[src/rtl/wind_vane_adc.sv]
// wind_vane_adc: SPI master that reads one FRAME_BITS-clock wind-vane ADC frame per request
// and presents the extracted conversion with a one-cycle valid strobe.
module wind_vane_adc #(
    parameter int HALF_PERIOD = 4,
    parameter int FRAME_BITS  = 16,
    parameter int DATA_BITS   = 10,
    parameter int DATA_LSB    = 3
) (
    input  logic                 Clock,
    input  logic                 nReset,
    input  logic                 start,
    output logic                 busy,
    output logic                 SPICLK,
    output logic                 nVaneCS,
    input  logic                 MISO,
    output logic [DATA_BITS-1:0] sample,
    output logic                 sample_valid,
    output logic                 null_err
);
    localparam int DW = HALF_PERIOD > 1 ? $clog2(HALF_PERIOD) : 1;
    localparam int BW = FRAME_BITS > 1 ? $clog2(FRAME_BITS) : 1;
    typedef enum logic [2:0] {IDLE, SETUP, LOW, HIGH, HOLD, GAP} state_t;
    state_t                r_state;
    logic [DW-1:0]         r_div;
    logic [BW-1:0]         r_bit;
    logic [FRAME_BITS-1:0] r_shift;
    logic                  w_last;
    assign w_last = r_div == DW'(HALF_PERIOD - 1);
    // Outputs are set on the transition edge into each state so the pins never decode combinationally.
    always_ff @(posedge Clock) begin
        if (!nReset) begin
            r_state      <= IDLE;
            r_div        <= '0;
            r_bit        <= '0;
            r_shift      <= '0;
            busy         <= 1'b0;
            SPICLK       <= 1'b1;
            nVaneCS      <= 1'b1;
            sample       <= '0;
            sample_valid <= 1'b0;
            null_err     <= 1'b0;
        end else begin
            sample_valid <= 1'b0;
            r_div        <= (r_state == IDLE || w_last) ? '0 : r_div + 1'b1;
            case (r_state)
                IDLE: if (start) begin
                    r_state <= SETUP;
                    r_bit   <= '0;
                    busy    <= 1'b1;
                    nVaneCS <= 1'b0;
                end
                SETUP: if (w_last) begin
                    r_state <= LOW;
                    SPICLK  <= 1'b0;
                end
                LOW: if (w_last) begin
                    r_state <= HIGH;
                    SPICLK  <= 1'b1;
                    r_shift <= {r_shift[FRAME_BITS-2:0], MISO};
                end
                HIGH: if (w_last) begin
                    if (r_bit == BW'(FRAME_BITS - 1)) begin
                        r_state <= HOLD;
                    end else begin
                        r_state <= LOW;
                        SPICLK  <= 1'b0;
                        r_bit   <= r_bit + 1'b1;
                    end
                end
                HOLD: if (w_last) begin
                    r_state      <= GAP;
                    nVaneCS      <= 1'b1;
                    sample       <= r_shift[DATA_LSB +: DATA_BITS];
                    null_err     <= r_shift[DATA_LSB + DATA_BITS];
                    sample_valid <= 1'b1;
                end
                GAP: if (w_last) begin
                    r_state <= IDLE;
                    busy    <= 1'b0;
                end
                default: r_state <= IDLE;
            endcase
        end
    end
endmodule
[config.mk]
export PLATFORM = sky130hd
export DESIGN_NAME = wind_vane_adc
export DESIGN_NICKNAME = d
export VERILOG_FILES = /design/src/rtl/wind_vane_adc.sv
export SDC_FILE = /design/constraint.sdc
export NUM_CORES = 1
export LEC_CHECK = 0
export ABC_AREA = 1
export CELL_PAD_IN_SITES_DETAIL_PLACEMENT = 1
export CELL_PAD_IN_SITES_GLOBAL_PLACEMENT = 1
export CORE_ASPECT_RATIO = 1.2
export CORE_MARGIN = 1
export CORE_UTILIZATION = 43
export DETAILED_ROUTE_END_ITERATION = 10
export MAX_ROUTING_LAYER = met4
export PLACE_DENSITY_LB_ADDON = 0.3
export SYNTH_ARGS = -nofsm -noshare
export SYNTH_HDL_FRONTEND = slang
export SYNTH_SLANG_ARGS = --single-unit
[constraint.sdc]
create_clock -name Clock -period 1.9 [get_ports Clock]
set_input_delay 0.475 -clock Clock [delete_from_list [all_inputs] [get_ports Clock]]
set_output_delay 0.475 -clock Clock [all_outputs]
set_load 0.05 [all_outputs]
# --- Word level (Yosys, flattened, before mapping) ---
# Cells that the tools add are included.
classes:
  n_mux: 22
  n_reduce_logical: 15
  n_eq_ne: 14
  n_bitwise: 1
  n_addsub: 2
ops:
  columns: ["cell", "count"]
  rows:
  - ["$mux 3", 7]
  - ["$pmux 3 s6", 1]
  - ["$ne 2x2->1 const B", 7]
  - ["$mux 4", 3]
  - ["$pmux 4 s2", 1]
  - ["$mux 1", 7]
  - ["$eq 3x2->1 const B", 2]
  - ["$eq 3x3->1 const B", 2]
  - ["$reduce_and 2->1", 3]
  - ["$reduce_and 3->1", 2]
  - ["$reduce_and 6->1", 1]
  - ["$reduce_bool 2->1", 3]
  - ["$reduce_and 5->1", 1]
  - ["$add 4x1->4 const B", 1]
  - ["$eq 4x4->1 const B", 1]
  - ["$pmux 1 s2", 2]
  - ["$reduce_and 4->1", 1]
  - ["$eq 3x1->1 const B", 1]
  - ["$logic_not 3->1", 1]
  - ["$pmux 1 s3", 1]
  - ["$reduce_bool 3->1", 1]
  - ["$add 2x1->2 const B", 1]
  - ["$eq 2x2->1 const B", 1]
  - ["$reduce_or 2->1", 1]
  - ["other kinds (2)", 2]
totals:
  elab_cells: 64
  output_inout_bits: 15
  inputBits: 4
  register_bits: 38

# --- Longest topological paths before layout ---
# Gate-level depths: netlist of run 1.
depth:
  word_depth: 4
  ltp_mapped: 9
  depth_no_buf: 9

# --- Worst setup path before layout of run 1 ---
# Ideal clock, no wire load.
synth_timing:
  path_type: "register to register"
  from: "register r_div[0]"
  to: "register sample[6]"
  path_slack_ns: 0.632
  required_time_ns: 1.783
  synth_period_minus_slack_ns: 1.268
  arrival_time_ns: 1.151
  n_path_buf: 1
  path_stages_with_launch: 7
  setup_time_ns: 0.117
  path_cell_list: "dfxtp_1 > ha_1 > nand2_1 > nor2_2 > nor2_2 > buf_6 > a22o_1"
synth_via:
  elab_chain_len: 2
synth_rtl:
  columns: ["item", "line_no", "text"]
  rows:
  - ["from (decl)", "24", "logic [DW-1:0] r_div;"]
  - ["from (signal assigned)", "44", "r_div <= (r_state == IDLE || w_last) ? '0 : r_div + 1'b1;"]
  - ["$eq 2x2->1", "28", "assign w_last = r_div == DW'(HALF_PERIOD - 1);"]
  - ["named net w_last", "27", "logic w_last;"]
  - ["$reduce_and 2->1 (no line)", null, null]
  - ["to (signal assigned)", "73", "sample <= r_shift[DATA_LSB +: DATA_BITS];"]
  - ["to (decl)", "16", "output logic [DATA_BITS-1:0] sample,"]
# The timed path passes the listed nets, and every way through them passes these cells.
# A chain may end at the register's enable or synchronous reset.

==> reports/summary.txt, run 1 <==
Max_slew headroom = 66.5%
Initial antenna violation count = 0
Syn_area_per_cell = 8.12 µm²
Synth Area in Adders = 1.67%
DP HPWL = 2530 µm
Ports = 19
Critical Path Source Type = primary input
Setup bufs post-CTS = 0
DRC = 0
Post-cts sizing count = 0
Hold_buf cts = 0
Final non-filler cell total = 245
Hold Vio Cnt, Final = 0
Compound-Gate Fraction of Synth Area = 15.6%
Final setup TNS = 0 ns
Post-synth top area share = 50.7%
Yosys top cell by area = dfxtp_1
Final #Nets = 213
Tmin final = 1.52 ns
CTS buffer count = 5
Power Dens Cells = 928 nW/µm²
Starting DRT DRC Count = 30
Port Buffers = 18
CP Max Fanout = 12
WP data required = 2.13 ns
Vias per cell = 5.23
Hold Crit Class = reg2reg
Layout cells sized above 1 = 19.2%
Sequential Power Share = 50.5%
Max VDD drop = 565 µV
Number of core rows = 23
Die footprint = 3730 µm²
Root Driver = clkbuf_8
Post-Syn Area = 1500 µm²
GRT met3 Usage = 5.05%
Critical path arrival = 1.75 ns
Pleak = 0.772 nW
Synth top area cells = dfxtp_1 51%, nand2_1 7.8%, o21ai_0 6.7%
Switch Pwr = 0.388 mW
Hold Path Cell Cnt = 1
Sequential share of the synthesized area = 50.7%
Int Power = 1.25 mW
Antenna Nets Post-Route = 0
Yosys cell types = 22
Core Region = 3340 µm²
Via count = 1281
Vias in the first global route = 1327
Unrepaired setup endpoints after global routing = false
Worst Tran Pin Value = 0.501 ns
Reg area = 761 µm²
Syn Inst Count = 185
Multi-input gate area = 624 µm²
GRT Total Usage = 21.8%
Area grow syn2layout = 17.9%
First-pass iteration count of the detailed router = 4
YS warnings = 0
Crit end category = flop
Outcome = completed
Total Power = 1.64 mW
Starting Density = 45.0%
Switching Fraction = 23.6%
H-Tree Depth = 2
Simple-gate portion of the synthesized area = 24.3%
Final critical-path share of the clock period = 79.9%
CTS tree = yes
Total of max-cap violations = 0
Drt wl/cell = 14.3 µm
GRT Max-Usage Layer = met2
FMAX = 659 MHz
Die outline height = 66.7 µm
Fillers = 423
Largest net degree at the start of global routing = 21
# clock sinks = 38
First-pass GRT wire length = 5980 µm
Gpl congestion = 0.842
Mux cell area share after synthesis = 0%
Synth Area in XOR/XNOR = 0%
Worst clock skew = 0.00414 ns
Met1 usage = 22.8%
Comb pwr share = 9.2%
Final Max Tran Viols = 0
Clock buffer depth = 2
Synth Net Count = 191
Clock power share = 40.3%
Reg2reg path depth = 5
Final setup violation count = 0
Grt total ovfl = 0
CP Class = in2reg
Routed WL = 3510 µm
CTS clk-pin slew, worst paths = 0.07 ns
Die width = 55.9 µm
Placed cell count = 237
Ant. Diodes = 0
GR Layer Usage met2 = 39.6%
Seq cells post-synth = 38
Clk_lat worst skew = 0.29 ns
Largest family of logic cells by synthesized area = simple AND/OR/NAND/NOR gates
==> layout make-up <==
cell class	instances	share of cell area, %
clock inverter	1	1.70
clock buffer	7	4.31
sequential	38	43.0
tap	37	2.61
multi-input combinational	122	35.3
timing repair buffer	20	8.90
inverter	20	4.24
==> final timing paths <==
path	from	endpoint	slack [ns]
setup / recovery	nReset	sample[8]	0.38
hold reg to reg	r_div[0]	r_div[0]	0.42
hold / removal	r_div[0]	r_div[0]	0.42
setup reg to reg	r_div[0]	sample[8]	0.43
==> layer usage <==
layer | wire (µm) | share of wire, % | up-vias
li1 | - | - | 649
met1 | 1480 | 42 | 604
met2 | 1860 | 53 | 19
met3 | 105 | 3.0 | 9
met4 | 69 | 2.0 | 0
met5 | 0 | 0 | -
==> Yosys cell counts <==
master,number
nand2_2,2
nor3_1,1
nand2_4,1
nand3b_1,2
nand4_1,1
inv_1,14
o221ai_1,1
inv_2,6
nor2_2,3
nand3_1,11
a21oi_1,11
dfxtp_1,38
nand2_1,31
clkbuf_1,2
ha_1,2
buf_6,3
a21oi_2,2
a22o_1,6
nand3_2,2
nor2_4,1
o21ai_0,20
nor2_1,25
==> cells in the final DEF (no fill, tap or decap), types with 2 or more instances in the layout <==
master / Yosys / routed
dfxtp_1: 38 / 38
nand2_1: 31 / 31
nor2_1: 25 / 25
o21ai_0: 20 / 20
buf_4: 0 / 17
inv_1: 14 / 14
a21oi_1: 11 / 11
nand3_1: 11 / 11
inv_2: 6 / 6
a22o_1: 6 / 6
clkbuf_8: 0 / 5
nor2_2: 3 / 3
clkdlybuf4s50_1: 0 / 3
nand3_2: 2 / 2
nand2_2: 2 / 2
a21oi_2: 2 / 2
nand3b_1: 2 / 2
ha_1: 2 / 2
clkbuf_1: 2 / 2
==> per-stage QoR <==
step	utilization, %	setup WS, ns	instance area, µm²	hold slack, ns
floorplan	-	0.632	1500	0.397
global placement	49.9	0.161	1660	0.405
detailed placement	49.9	0.140	1660	0.416
CTS	53.0	0.394	1770	0.426
global route	53.0	0.297	1770	0.436
finish	53.0	0.383	1770	0.419
==> flip-flops by register name, indices dropped and copies added (netlist names) <==
register	count
SPICLK	1
busy	1
nVaneCS	1
null_err	1
r_bit	4
r_div	2
r_shift	14
r_state	3
sample	10
sample_valid	1
==> critical path: stages <==
cell and delay [ns]:
clkdlybuf4s50_1 0.50, inv_1 0.10, nor2_2 0.43, a22o_1 0.24
==> power by group through the flow <==
stage               Combinational [mW]  Sequential, mW  Clock, mW
CTS                              0.150           0.829      0.681
floorplan                       0.0946           0.859          0
detailed placement               0.146           0.847          0
global route                     0.166           0.832      0.709
finish                           0.150           0.829      0.662
global placement                 0.140           0.846          0
==> kinds of logic (layout without fill, tap and decap cells) <==
kind of cell,Yosys count,after routing
buf+inv,25,48
compound gates,40,40
simple gates,80,80
fa+ha+maj,2,2
flops,38,38
Note: power is estimated with default switching activity, not from simulation.
==> run 2: changes to the inputs <==
Settings changed: CORE_UTILIZATION 43 to 39.
Clock period 1.9 ns to 1.4 ns, I/O delays scaled along.
==> reports/summary.txt, run 2 (same netlist as run 1, synthesis figures left out) <==
Starting DRT DRC Count = 61 (+100%)
DP HPWL = 2860 µm (+13%)
Largest net degree at the start of global routing = 12 (-43%)
Setup bufs post-CTS = 0 (unchanged)
CTS buffer count = 5 (unchanged)
Final core utilization = 57.1% (+4.1 points)
Most common cell after layout, fill and taps aside = dfxtp_1
Crit-path slowest cell = dfxtp_2
GRT Total Usage = 21.5% (-0.31 points)
WP data required = 1.63 ns (-0.50 ns)
Clk_lat worst skew = 0.29 ns (about the same)
First-pass GRT wire length = 6380 µm (+6.8%)
Hold Vio Cnt, Final = 0 (unchanged)
Reg2reg path depth = 7 (+2)
Drt wl/cell = 13.6 µm (-5.2%)
Reg area = 766 µm² (+0.66%)
CTS clk-pin slew, worst paths = 0.07 ns (about the same)
DRC = 0 (unchanged)
Via count = 1318 (+2.9%)
Largest register by flop count = r_shift
First-pass iteration count of the detailed router = 4 (unchanged)
Hold Crit Class = reg2reg
Vias in the first global route = 1440 (+8.5%)
Antenna Nets Post-Route = 0 (unchanged)
Outcome = completed
Critical Path Source Type = flop
Area grow syn2layout = 39.4%
Hold_buf cts = 0 (unchanged)
Power Dens Cells = 1110 nW/µm² (+19%)
Routed WL = 3670 µm (+4.5%)
H-Tree Depth = 2 (unchanged)
Total Power = 2.32 mW (+41%)
Pleak = 0.880 nW (+14%)
Die width = 58.6 µm (+4.8%)
Grt total ovfl = 0 (unchanged)
Hold Path Cell Cnt = 1 (unchanged)
Layout cells sized above 1 = 27.5% (+8.3 points)
Final non-filler cell total = 270 (+10%)
Commonest non-fill, non-tap cells in the layout = 34 x dfxtp_1, 30 x nand2_1, 25 x nor2_1, 20 x o21ai_0, 15 x buf_12
CTS tree = yes
Ports = 19 (unchanged)
Largest register FFs = 14 (unchanged)
Die outline height = 70.0 µm (+4.9%)
Final setup violation count = 0 (unchanged)
Critical path arrival = 1.51 ns (-0.24 ns)
Final critical-path share of the clock period = 91.7%
Max VDD drop = 870 µV (+54%)
Crit end category = flop
Gpl congestion = 0.801 (-4.8%)
Largest regs = r_shift: 14 flops, sample: 10 flops, r_bit: 4 flops
CP top delay family = simple AND/OR/NAND/NOR gates
Die footprint = 4100 µm² (+9.9%)
CP Max Fanout = 5 (-7)
Fillers = 450 (+6.4%)
Unrepaired setup endpoints after global routing = false
Ant. Diodes = 0 (unchanged)
Worst path most repeated cell = nand2_1
Clock buffer depth = 2 (unchanged)
Initial antenna violation count = 0 (unchanged)
CP bufs+invs = 0 (-2)
Final Max Tran Viols = 0 (unchanged)
Worst Tran Pin Value = 0.258 ns (-0.244 ns)
Worst clock skew = 0.00275 ns (-0.00139 ns)
Placed cell count = 263 (+11%)
Starting Density = 41.0% (-4.0 points)
Slowest stage delay, CP = 0.37 ns (-0.13 ns)
Multi-input gate area = 647 µm² (+3.6%)
CP cell instances = ha_2 > nand3_2 > nand2_1 > nand2_2 > nand2_4 > nand2_1 > a21oi_2
Vias per cell = 4.88 (-6.6%)
Port Buffers = 18 (unchanged)
FMAX = 779 MHz
Root Driver = clkbuf_8
Core Region = 3660 µm² (+9.7%)
CP Class = reg2reg
Final #Nets = 224 (+5.2%)
Total of max-cap violations = 0 (unchanged)
Stages on worst setup path = 7 (+3)
Tmin final = 1.28 ns
Max_slew headroom = 82.6% (+16 points)
# clock sinks = 38 (unchanged)
Number of core rows = 24 (+4.3%)
==> run 2: cell count changes in the layout (fill, tap and decap cells not counted), moves of 4 or more <==
cell	delta
dfxtp_2	+4
buf_12	+15
dfxtp_1	-4
buf_4	-4
==> run 2: path summary, 6_finish.rpt <==
kind,start,endpoint,slack (ns)
hold / removal,r_div[0],r_div[0],0.44
hold reg to reg,r_div[0],r_div[0],0.44
setup reg to reg,r_bit[0],r_bit[3],0.12
setup / recovery,r_bit[0],r_bit[3],0.12
==> run 2: power breakdown <==
group | internal [mW] | switching [mW]
combinational | 0.102 | 0.140
sequential | 1.11 | 0.0276
clock | 0.570 | 0.372
total | 1.78 | 0.539
==> run 2: through the flow <==
step	area (µm²)	setup TNS [ns]	worst slack [ns]	hold WS, ns
after detailed placement	1950	-0.673	-0.0866	0.425
after global placement	1950	-0.239	-0.0394	0.406
final	2090	0	0.116	0.437
after CTS	2070	0	0.00209	0.435
after global routing	2090	0	0.0227	0.470
after floorplan	1500	0	0.132	0.397
==> run 2: cell type report <==
cell class              count  area share [%]
clock inverters             1            1.43
multi-input cells         122            30.9
inverters                  20            3.59
repair buffers             31            20.4
flip-flops and latches     38            36.6
clock buffers               6            3.95
well taps                  52            3.11
==> run 2: repair_timing <==
item,in CTS,in global routing
hold endpoints to repair,0,0
resized for setup,0,10
endpoints found under the setup margin,0,17
==> run 2: routing by layer <==
metal | track usage (%) | share of wire, % | up-vias
met4 | 9.79 | 2.2 | 0
li1 | - | - | 665
met1 | 21.3 | 39 | 624
met2 | 38.3 | 55 | 21
met5 | - | 0 | -
met3 | 5.74 | 3.2 | 8
